<file path="src/rtl/uart_tx_fifo.sv">
// uart_tx_fifo: byte FIFO feeding a UART transmitter through its
// tx_latch / tx_data / tx_empty handshake. Bytes are pushed at full clock
// rate; one byte is strobed to the UART each time the UART reports ready.
module uart_tx_fifo #(
    parameter int DEPTH_LOG2 = 4
) (
    input  logic                  clk,
    input  logic                  reset,
    input  logic                  wr_en,
    input  logic [7:0]            wr_data,
    input  logic                  flush,
    output logic                  full,
    output logic                  empty,
    output logic [DEPTH_LOG2:0]   count,
    output logic                  overflow,
    input  logic                  uart_tx_empty,
    output logic                  uart_tx_latch,
    output logic [7:0]            uart_tx_data
);

    localparam int                    DEPTH    = 1 << DEPTH_LOG2;
    localparam logic [DEPTH_LOG2:0]   CNT_FULL = (DEPTH_LOG2 + 1)'(DEPTH);
    localparam logic [DEPTH_LOG2:0]   CNT_ONE  = (DEPTH_LOG2 + 1)'(1);
    localparam logic [DEPTH_LOG2-1:0] PTR_ONE  = DEPTH_LOG2'(1);

    // IDLE: may strobe; WAIT_ACK: wait for UART to drop tx_empty;
    // WAIT_DONE: wait for UART to raise tx_empty again.
    typedef enum logic [1:0] {
        IDLE      = 2'd0,
        WAIT_ACK  = 2'd1,
        WAIT_DONE = 2'd2
    } state_t;

    state_t                  state_q, state_d;
    logic [7:0]              mem_q [DEPTH];
    logic [7:0]              mem_d [DEPTH];
    logic [DEPTH_LOG2-1:0]   wptr_q, wptr_d;
    logic [DEPTH_LOG2-1:0]   rptr_q, rptr_d;
    logic [DEPTH_LOG2:0]     count_q, count_d;
    logic                    full_q, full_d;
    logic                    empty_q, empty_d;
    logic                    overflow_q, overflow_d;
    logic                    latch_q, latch_d;
    logic [7:0]              data_q, data_d;
    logic                    push, pop;

    // Accept/pop qualifiers. flush wins over both so a cleared FIFO never
    // launches a byte it just discarded. Full rejects even with a pop.
    always_comb begin
        push = wr_en && !full_q && !flush;
        pop  = (state_q == IDLE) && !empty_q && uart_tx_empty && !flush;
    end

    // Storage, pointers, occupancy and the sticky overflow flag.
    always_comb begin
        mem_d      = mem_q;
        wptr_d     = wptr_q;
        rptr_d     = rptr_q;
        count_d    = count_q;
        overflow_d = overflow_q;
        if (flush) begin
            wptr_d     = '0;
            rptr_d     = '0;
            count_d    = '0;
            overflow_d = 1'b0;
        end else begin
            if (push) begin
                mem_d[wptr_q] = wr_data;
                wptr_d        = wptr_q + PTR_ONE;
            end
            if (wr_en && full_q) begin
                overflow_d = 1'b1;
            end
            if (pop) begin
                rptr_d = rptr_q + PTR_ONE;
            end
            case ({push, pop})
                2'b10:   count_d = count_q + CNT_ONE;
                2'b01:   count_d = count_q - CNT_ONE;
                default: count_d = count_q;
            endcase
        end
        full_d  = (count_d == CNT_FULL);
        empty_d = (count_d == '0);
    end

    // Handshake FSM: one strobe per byte, then wait out the UART's
    // tx_empty 1->0->1 so a stale ready never triggers a second strobe.
    always_comb begin
        state_d = state_q;
        latch_d = 1'b0;
        data_d  = data_q;
        case (state_q)
            IDLE: begin
                if (pop) begin
                    data_d  = mem_q[rptr_q];
                    latch_d = 1'b1;
                    state_d = WAIT_ACK;
                end
            end
            WAIT_ACK: begin
                if (!uart_tx_empty) begin
                    state_d = WAIT_DONE;
                end
            end
            WAIT_DONE: begin
                if (uart_tx_empty) begin
                    state_d = IDLE;
                end
            end
            default: state_d = IDLE;
        endcase
    end

    // State registers; everything clears asynchronously on reset.
    always_ff @(posedge clk or negedge reset) begin
        if (!reset) begin
            state_q    <= IDLE;
            mem_q      <= '{default: '0};
            wptr_q     <= '0;
            rptr_q     <= '0;
            count_q    <= '0;
            full_q     <= 1'b0;
            empty_q    <= 1'b1;
            overflow_q <= 1'b0;
            latch_q    <= 1'b0;
            data_q     <= 8'h00;
        end else begin
            state_q    <= state_d;
            mem_q      <= mem_d;
            wptr_q     <= wptr_d;
            rptr_q     <= rptr_d;
            count_q    <= count_d;
            full_q     <= full_d;
            empty_q    <= empty_d;
            overflow_q <= overflow_d;
            latch_q    <= latch_d;
            data_q     <= data_d;
        end
    end

    assign full          = full_q;
    assign empty         = empty_q;
    assign count         = count_q;
    assign overflow      = overflow_q;
    assign uart_tx_latch = latch_q;
    assign uart_tx_data  = data_q;

endmodule

</file>
<file path="config.mk">
export PLATFORM = sky130hd
export DESIGN_NAME = uart_tx_fifo
export DESIGN_NICKNAME = d
export VERILOG_FILES = /design/src/rtl/uart_tx_fifo.sv
export SDC_FILE = /design/constraint.sdc
export NUM_CORES = 1
export LEC_CHECK = 0
export ABC_AREA = 1
export ABC_CLOCK_PERIOD_IN_PS = 2200
export BUFFER_PORTS_ARGS = -buffer_cell sky130_fd_sc_hd__buf_2
export CAP_MARGIN = 20
export CORE_MARGIN = 3
export CORE_UTILIZATION = 56
export DETAILED_ROUTE_END_ITERATION = 8
export PLACE_DENSITY = 0.72
export SYNTH_ARGS = -nofsm -noshare
export SYNTH_HDL_FRONTEND = slang
export SYNTH_SLANG_ARGS = --single-unit
export TNS_END_PERCENT = 30
</file>
<file path="constraint.sdc">
create_clock -name clk -period 2.2 [get_ports clk]
set_clock_uncertainty 0.15 [all_clocks]
set_input_delay 0.22 -clock clk [delete_from_list [all_inputs] [get_ports clk]]
set_output_delay 0.22 -clock clk [all_outputs]
set_load 0.005 [all_outputs]
</file>
==> key figures, run 1 <==
Outcome
  • Status: complete, but fails checks
  • Failing checks: setup timing

Cells and area
  • Post-Layout Cell Count: 1080
  • # nets final: roughly 920
  • Layout cells sized above 1: 16.30%
  • Leading cell type in the layout, fill and taps excluded: nand2_1
  • Most frequent cells in the layout: nand2_1, o21ai_0, dfrtp_1, nor2_1
  • Final non-filler cell area: 8566 um2
  • Antenna Cells: 0
  • Layout area overhead: 16.27%

Route
  • DRT iter0 DRCs: around 730
  • Via count: ~6000
  • Detailed Routing Iterations Pass 1: 5
  • Drt total wl: ~18 mm
  • DRC: 0
  • WL per Instance: 16.99 um
  • Number of routed nets with antenna violations: 0
  • Post-DR vias/cell: 5.690

Worst setup path
  • Worst-path maximum fanout: 3
  • Critical path's top delay family: simple AND/OR/NAND/NOR gates
  • R2R depth: 15
  • Slowest-stage cell, CP: dfrtp_1
  • R2r endpoint: full$_DFF_PN0_
  • R2R Setup Slk: -0.13 ns
  • CP required: 2.40 ns
  • CP Class: reg -> reg
  • Startpoint types: flop
  • Crit path buf inv count: 3
  • Critical path depth in cells: 15
  • Setup crit end kind: flop
  • Worst path cell trace: nor3_4, nand3_2, inv_4, ha_4, nand2_2, inv_2, nor2_4, ha_4, inv_2, nand2_2, xnor2_1, nand2_1, a21oi_1, nand2_1, nor2_1
  • Reg-to-Reg Start: state_q[1]$_DFFE_PN0P_
  • WP data arrival: between 2 and 3 ns
  • Crit-path max cell delay: 0.41 ns

Clocking
  • Root Driver: clkbuf_16
  • CTS tree: done
  • H-tree levels: 4
  • Clk buf depth: 2
  • Clock slew at reported path FFs: approximately 0.06 ns
  • CTS sink cnt: around 160
  • Clock latency on the worst-skew pair: about 0.42 ns
  • CTS buffer count: 17

Worst hold path
  • Hold Path Stages: 5
  • Hold Crit Start: wr_en
  • Hold endpoint: wptr_q[2]$_DFFE_PN0P_
  • Worst min path class: in -> reg

Placement
  • Placed wire-length estimate: around 12 mm
  • Setup WS pre-CTS: -0.07041 ns
  • Area after DPL: 7726 um2
  • PortBufs: 29
  • Dpl cells: roughly 1000
  • RePlAce Congestion: between 0.8 and 0.9

Pwr
  • Int Power: approximately 0.0058 W
  • VDD IR-drop max: roughly 630 uV
  • Power, Total: a little over 0.008 W
  • Leak: just over 4 nW
  • Net switching power: 0.002453 W
  • Comb power frac: ~23%
  • Clock Power Share: about 36%
  • Net Sw Frac: about 30%
  • PwrDens: between 900 and 1000 nW/um2
  • Reg power frac: about two fifths

Timing
  • WHS: about 0.019 ns
  • Slew @ Worst Pin: approximately 0.5 ns
  • Final Critical Period: between 2 and 2.5 ns
  • Fin. max-slew vios: 0
  • Tcrit/Tclk final: 105.8%
  • Setup violators final: 2
  • RSZ-0062 raised after global routing: true
  • Post-route setup slack: -0.1274 ns
  • Rel. slew slack: about two thirds
  • F_max: between 400 and 500 MHz
  • Final Hold Vio Count: 0

Synth
  • Simple-Gate Fraction of Synth Area: around 20%
  • Post-synth EDFFs: 0
  • Ys flop type: dfrtp_1
  • YS warnings: 0
  • Asr flop ratio synth: 100.0%
  • Compound-Gate Fraction of Synth Area: between 10% and 20%
  • Combinational family with the most area after synthesis: simple AND/OR/NAND/NOR gates
  • Synth Register Bits: between 150 and 200
  • Synth Area in XOR/XNOR: less than 1%
  • Mux cell area share after synthesis: 0%
  • Synth Area in Adders: between 1 and 1.5%
  • Avg Inst Size Synth: roughly 8.6 um2
  • Synthesized area: 7367 um2
  • Cell count after synthesis: 860
  • Register area share after synthesis: ~53%
  • Cell variety after synth: 30
  • Syn nets: ~880

Floorplanning
  • Width of the die: between 100 and 150 um
  • Initial Utilization: ~58%
  • Core area: around 13000 um2
  • Row cnt: 41
  • DIE HEIGHT: around 120 um
  • Ports: 30
  • Die area: approximately 15000 um2

Global route
  • Antenna violations before repair: 0
  • Number of global-route vias before repair: 6142
  • Pin count of the biggest net entering global routing: 76
  • Gr ovfl total: 0
  • Gr usage total: approximately 27%
  • First-pass GRT wire length: slightly above 30 mm

Job
  • Max-Cap Viols: 0
## worst max path at each step
stage	startpoint	endpoint	slack [ns]
final	state_q[1]$_DFFE_PN0P_	full$_DFF_PN0_	-0.13
after global routing	full$_DFF_PN0_	full$_DFF_PN0_	-0.28
after CTS	empty$_DFF_PN1_	empty$_DFF_PN1_	0.009
after detailed placement	empty$_DFF_PN1_	empty$_DFF_PN1_	-0.07
after global placement	empty$_DFF_PN1_	empty$_DFF_PN1_	-0.01
after floorplan	full$_DFF_PN0_	empty$_DFF_PN1_	-0.11
## synth_stat cells (3+ instances only)
master	number	area [um2]
nor2_2	7	43.79
a21oi_2	4	35.03
buf_4	5	37.54
nor2_4	6	67.56
dfrtp_1	154	3854
nand3_1	32	160.2
inv_1	50	187.7
nand2_1	179	671.9
ha_1	8	100.1
o21ai_0	163	815.8
clkbuf_1	21	78.83
xnor2_1	3	26.28
o211ai_1	32	240.2
nand4_1	4	25.02
a21oi_1	47	235.2
nor2_1	91	341.6
o21ai_1	6	30.03
buf_2	23	115.1
nand3_4	6	105.1
inv_2	6	22.52
## worst reg2reg max path: cells and delay by family (launching register included)
family / cells / cell delay (ns)
and+or+nand+nor: 8 / 0.83
DFF: 1 / 0.41
adders and majority gates: 2 / 0.30
buffers and inverters: 3 / 0.22
AOI/OAI and AO/OA: 1 / 0.19
xor gates and xnor gates: 1 / 0.15
## sequential cells by signal (all words and copies together), names as in the netlist
signal and count:
wptr_q 4, full 1, uart_tx_data 8, mem_q 128
state_q 2, overflow 1, rptr_q 4, empty 1
count 5, uart_tx_latch 1
## through the flow
step / setup TNS [ns] / utilization (%)
after global routing: -0.6286 / 67.33
after global placement: -0.009931 / 60.73
after detailed placement: -0.1128 / 60.73
after CTS: 0 / 66.85
final: -0.2524 / 67.33
after floorplan: -0.2880 / -
## area by class of cell
class                      instances  area, um2
sequential                       155       3882
fill                            1013       4156
multi-input combinational        594       3089
clock buffer                      23      508.0
timing repair buffer              71      560.5
clock inverter                     7      87.58
inverter                          58      222.7
tap                              172      215.2
## layer usage
metal  track usage, %  wire (um)  vias to the layer above
li1                 -          -                     2922
met1            37.77       8204                     2981
met2            41.25       8525                      209
met3            5.005       1086                       33
met4            10.91        529                        0
met5                0          0                        -
## kinds of logic after synthesis
logic type / Yosys count
buf+inv: 111
flops: 155
simple gates: 330
compound gates: 253
xor+xnor: 3
fa+ha+maj: 8
## timing repair
action	in CTS	in global routing
pin swaps	11	19
hold buffers	11	0
setup buffers	3	3
endpoints found under the setup margin	3	19
hold endpoints to repair	71	0
resized for setup	10	15
## power groups by stage
stage | Clock, W | Sequential (W) | Combinational (W)
2_1_floorplan | 0 | 0.00342 | 0.00111
3_3_place_gp | 0 | 0.00343 | 0.00166
3_5_place_dp | 0 | 0.00345 | 0.00171
4_1_cts | 0.00295 | 0.00341 | 0.00179
5_1_grt | 0.00309 | 0.00347 | 0.00211
6_report | 0.00292 | 0.00343 | 0.00187
Power figures use the tool's default switching activity.
==> run 2: changes to the inputs <==
--- a/config.mk
+++ b/config.mk
@@ -11,7 +11,8 @@
 export CAP_MARGIN = 20
 export CORE_MARGIN = 3
-export CORE_UTILIZATION = 56
+export CORE_UTILIZATION = 58
+export CTS_BUF_LIST = sky130_fd_sc_hd__clkbuf_2 sky130_fd_sc_hd__clkbuf_4 sky130_fd_sc_hd__clkbuf_8
 export DETAILED_ROUTE_END_ITERATION = 8
-export PLACE_DENSITY = 0.72
+export PLACE_DENSITY = 0.75
 export SYNTH_ARGS = -nofsm -noshare
 export SYNTH_HDL_FRONTEND = slang
==> constraint.sdc (replaced) <==
create_clock -name clk -period 2.2 [get_ports clk]
set_clock_uncertainty 0.15 [all_clocks]
set_input_delay 0.44 -clock clk [delete_from_list [all_inputs] [get_ports clk]]
set_output_delay 0.44 -clock clk [all_outputs]
set_load 0.005 [all_outputs]
==> key figures, run 2 (synthesis gave the netlist of run 1 again) <==
Floorplanning
  • Ports: 30
  • DIE HEIGHT: ~120 um
  • Row cnt: 40
  • Width of the die: 118.7 um
  • Die area: about 14000 um2
  • Core area: about 12000 um2
  • Initial Utilization: roughly three fifths

Worst setup path
  • Slowest-stage cell, CP: dfstp_2
  • Crit path buf inv count: 2
  • Setup crit start: empty$_DFF_PN1_
  • Startpoint types: flop
  • Critical path's top delay family: simple AND/OR/NAND/NOR gates
  • Worst path cell trace: nor3_2, nand3_1, clkinv_2, ha_4, nand2_2, inv_2, nor2_4, ha_4, nor2_2, nor2_1, nand2_1, nand2_1, a21oi_2, nand2_2, nor2_2
  • WP data arrival: roughly 2.5 ns
  • Worst-path maximum fanout: 3
  • R2R Setup Slk: -0.08 ns
  • CP required: 2.44 ns
  • Setup crit end kind: flop
  • Crit-path max cell delay: between 0.5 and 0.6 ns
  • CP Class: reg -> reg
  • Reg-to-Reg Start: empty$_DFF_PN1_

Global route
  • Antenna violations before repair: 0
  • Pin count of the biggest net entering global routing: 47
  • Gr usage total: between 20% and 30%
  • Number of global-route vias before repair: 5840
  • First-pass GRT wire length: 29.77 mm
  • Gr ovfl total: 0

Timing
  • Fin. max-slew vios: 0
  • Final Hold Vio Count: 0
  • Slew @ Worst Pin: 0.5717 ns
  • Rel. slew slack: roughly three fifths
  • RSZ-0062 raised after global routing: true
  • Tcrit/Tclk final: 103.6%
  • Post-route setup slack: -0.07899 ns
  • F_max: ~440 MHz
  • Setup violators final: 3
  • Final Critical Period: roughly 2.3 ns

Pwr
  • Comb power frac: approximately a quarter
  • Reg power frac: 46.9%
  • VDD IR-drop max: approximately 600 uV
  • Leak: about 4 nW
  • Net Sw Frac: roughly 32%
  • Clock Power Share: 26.9%
  • Net switching power: around 0.0024 W
  • Int Power: about 0.0049 W
  • PwrDens: 881.3 nW/um2

Job
  • Max-Cap Viols: 0

Placement
  • Setup WS pre-CTS: -0.1799 ns
  • Placed wire-length estimate: 12.22 mm
  • Dpl cells: ~1000
  • PortBufs: 29
  • RePlAce Congestion: approximately 0.9

Cells and area
  • Number of flip-flops in the largest register: 128
  • Antenna Cells: 0
  • Most frequent cells in the layout: nand2_1, o21ai_0, dfrtp_1, nor2_1, inv_1
  • Layout cells sized above 1: roughly 18%
  • # nets final: around 920
  • Layout area overhead: 12.48%
  • Post-Layout Cell Count: about 1100
  • Largest Register: mem_q
  • Leading cell type in the layout, fill and taps excluded: nand2_1

Route
  • Post-DR vias/cell: 5.675
  • Detailed Routing Iterations Pass 1: 6
  • WL per Instance: roughly 17 um
  • Drt total wl: about 18 mm
  • Via count: between 6000 and 7000
  • Number of routed nets with antenna violations: 0
  • DRC: 0
  • DRT iter0 DRCs: about 630

Clocking
  • Clk buf depth: 2
  • Root Driver: clkbuf_8
  • H-tree levels: 4
  • CTS buffer count: 17
  • CTS tree: done
  • CTS sink cnt: around 160
  • Clock latency on the worst-skew pair: 0.45 ns
  • Clock slew at reported path FFs: roughly 0.08 ns

Worst hold path
  • Hold Crit Start: wr_data[4]
  • Worst min path class: in -> reg

Outcome
  • Failing checks: setup timing
  • Status: complete, but fails checks
-- run 2: cell types whose count changed in the layout (fill, tap and decap cells not counted), moves of 2 or more --
cell	change
buf_4	+14
buf_12	-2
a21oi_2	+2
dlygate4sd3_1	-10
bufinv_16	-2
clkbuf_8	+15
nand2_2	-2
clkbuf_4	+8
clkbuf_16	-17
inv_4	-2
-- run 2: path summary, 6_finish.rpt --
| kind | cells past startpoint | to |
|---|---|---|
| worst max-delay path | 15 | empty$_DFF_PN1_ |
| worst max register to register | 15 | empty$_DFF_PN1_ |
| max in group asynchronous | 3 | rptr_q[0]$_DFFE_PN0P_ |
| worst min register to register | 2 | mem_q[108]$_DFFE_PN0P_ |
| worst min-delay path | 3 | mem_q[76]$_DFFE_PN0P_ |
| min in group asynchronous | 2 | mem_q[77]$_DFFE_PN0P_ |
-- run 2: routing by layer --
metal  GRT usage (%)  wire (um)  vias up
met1           37.39       8099     2939
met2           40.39       8409      231
met4           10.93        551        0
li1                -          -     2914
met3           6.890       1232       45
met5               0          0        -
-- run 2: layout make-up --
class                   instances  area (um2)
repair buffers                 74       536.8
flip-flops and latches        155        3882
fillers                      1007        3925
clock inverters                 2       10.01
well taps                     168       210.2
multi-input cells             594        3079
inverters                      58       219.0
clock buffers                  29       349.1
-- run 2: through the flow --
| stage | power, W | TNS [ns] | utilization, % | instance area, um2 | hold WS (ns) |
|---|---|---|---|---|---|
| after floorplan | 0.004529 | -0.3608 | - | 7383 | -0.005591 |
| after global placement | 0.005141 | -0.2513 | 63.81 | 7792 | 0.2299 |
| after detailed placement | 0.005207 | -0.4387 | 63.81 | 7792 | 0.2351 |
| after CTS | 0.007196 | -0.003509 | 67.12 | 8197 | 0.08415 |
| after global routing | 0.007694 | -0.7322 | 67.86 | 8287 | 0.09398 |
| final | 0.007303 | -0.1638 | 67.86 | 8287 | 0.09976 |
-- run 2: worst min-delay path: cells and delay by family --
family                 cells  cell delay [ns]
and+or+nand+nor            1             0.05
buffers and inverters      1             0.12
AOI/OAI and AO/OA          1             0.06
-- run 2: power by group through the flow --
stage	sequential (W)	clock, W	combinational (W)
after floorplan	0.00342	0	0.00110
after global placement	0.00344	0	0.00170
after detailed placement	0.00346	0	0.00175
after CTS	0.00341	0.00199	0.00179
after global routing	0.00346	0.00212	0.00211
final	0.00342	0.00196	0.00192
-- run 2: timing repair --
action                                  in CTS  in global routing
buffers inserted                             1                  3
endpoints found under the setup margin       3                  6
endpoints found under the hold margin       37                  0
pin swaps                                    6                 14
hold buffers                                 1                  0
gates resized for setup                      7                 19
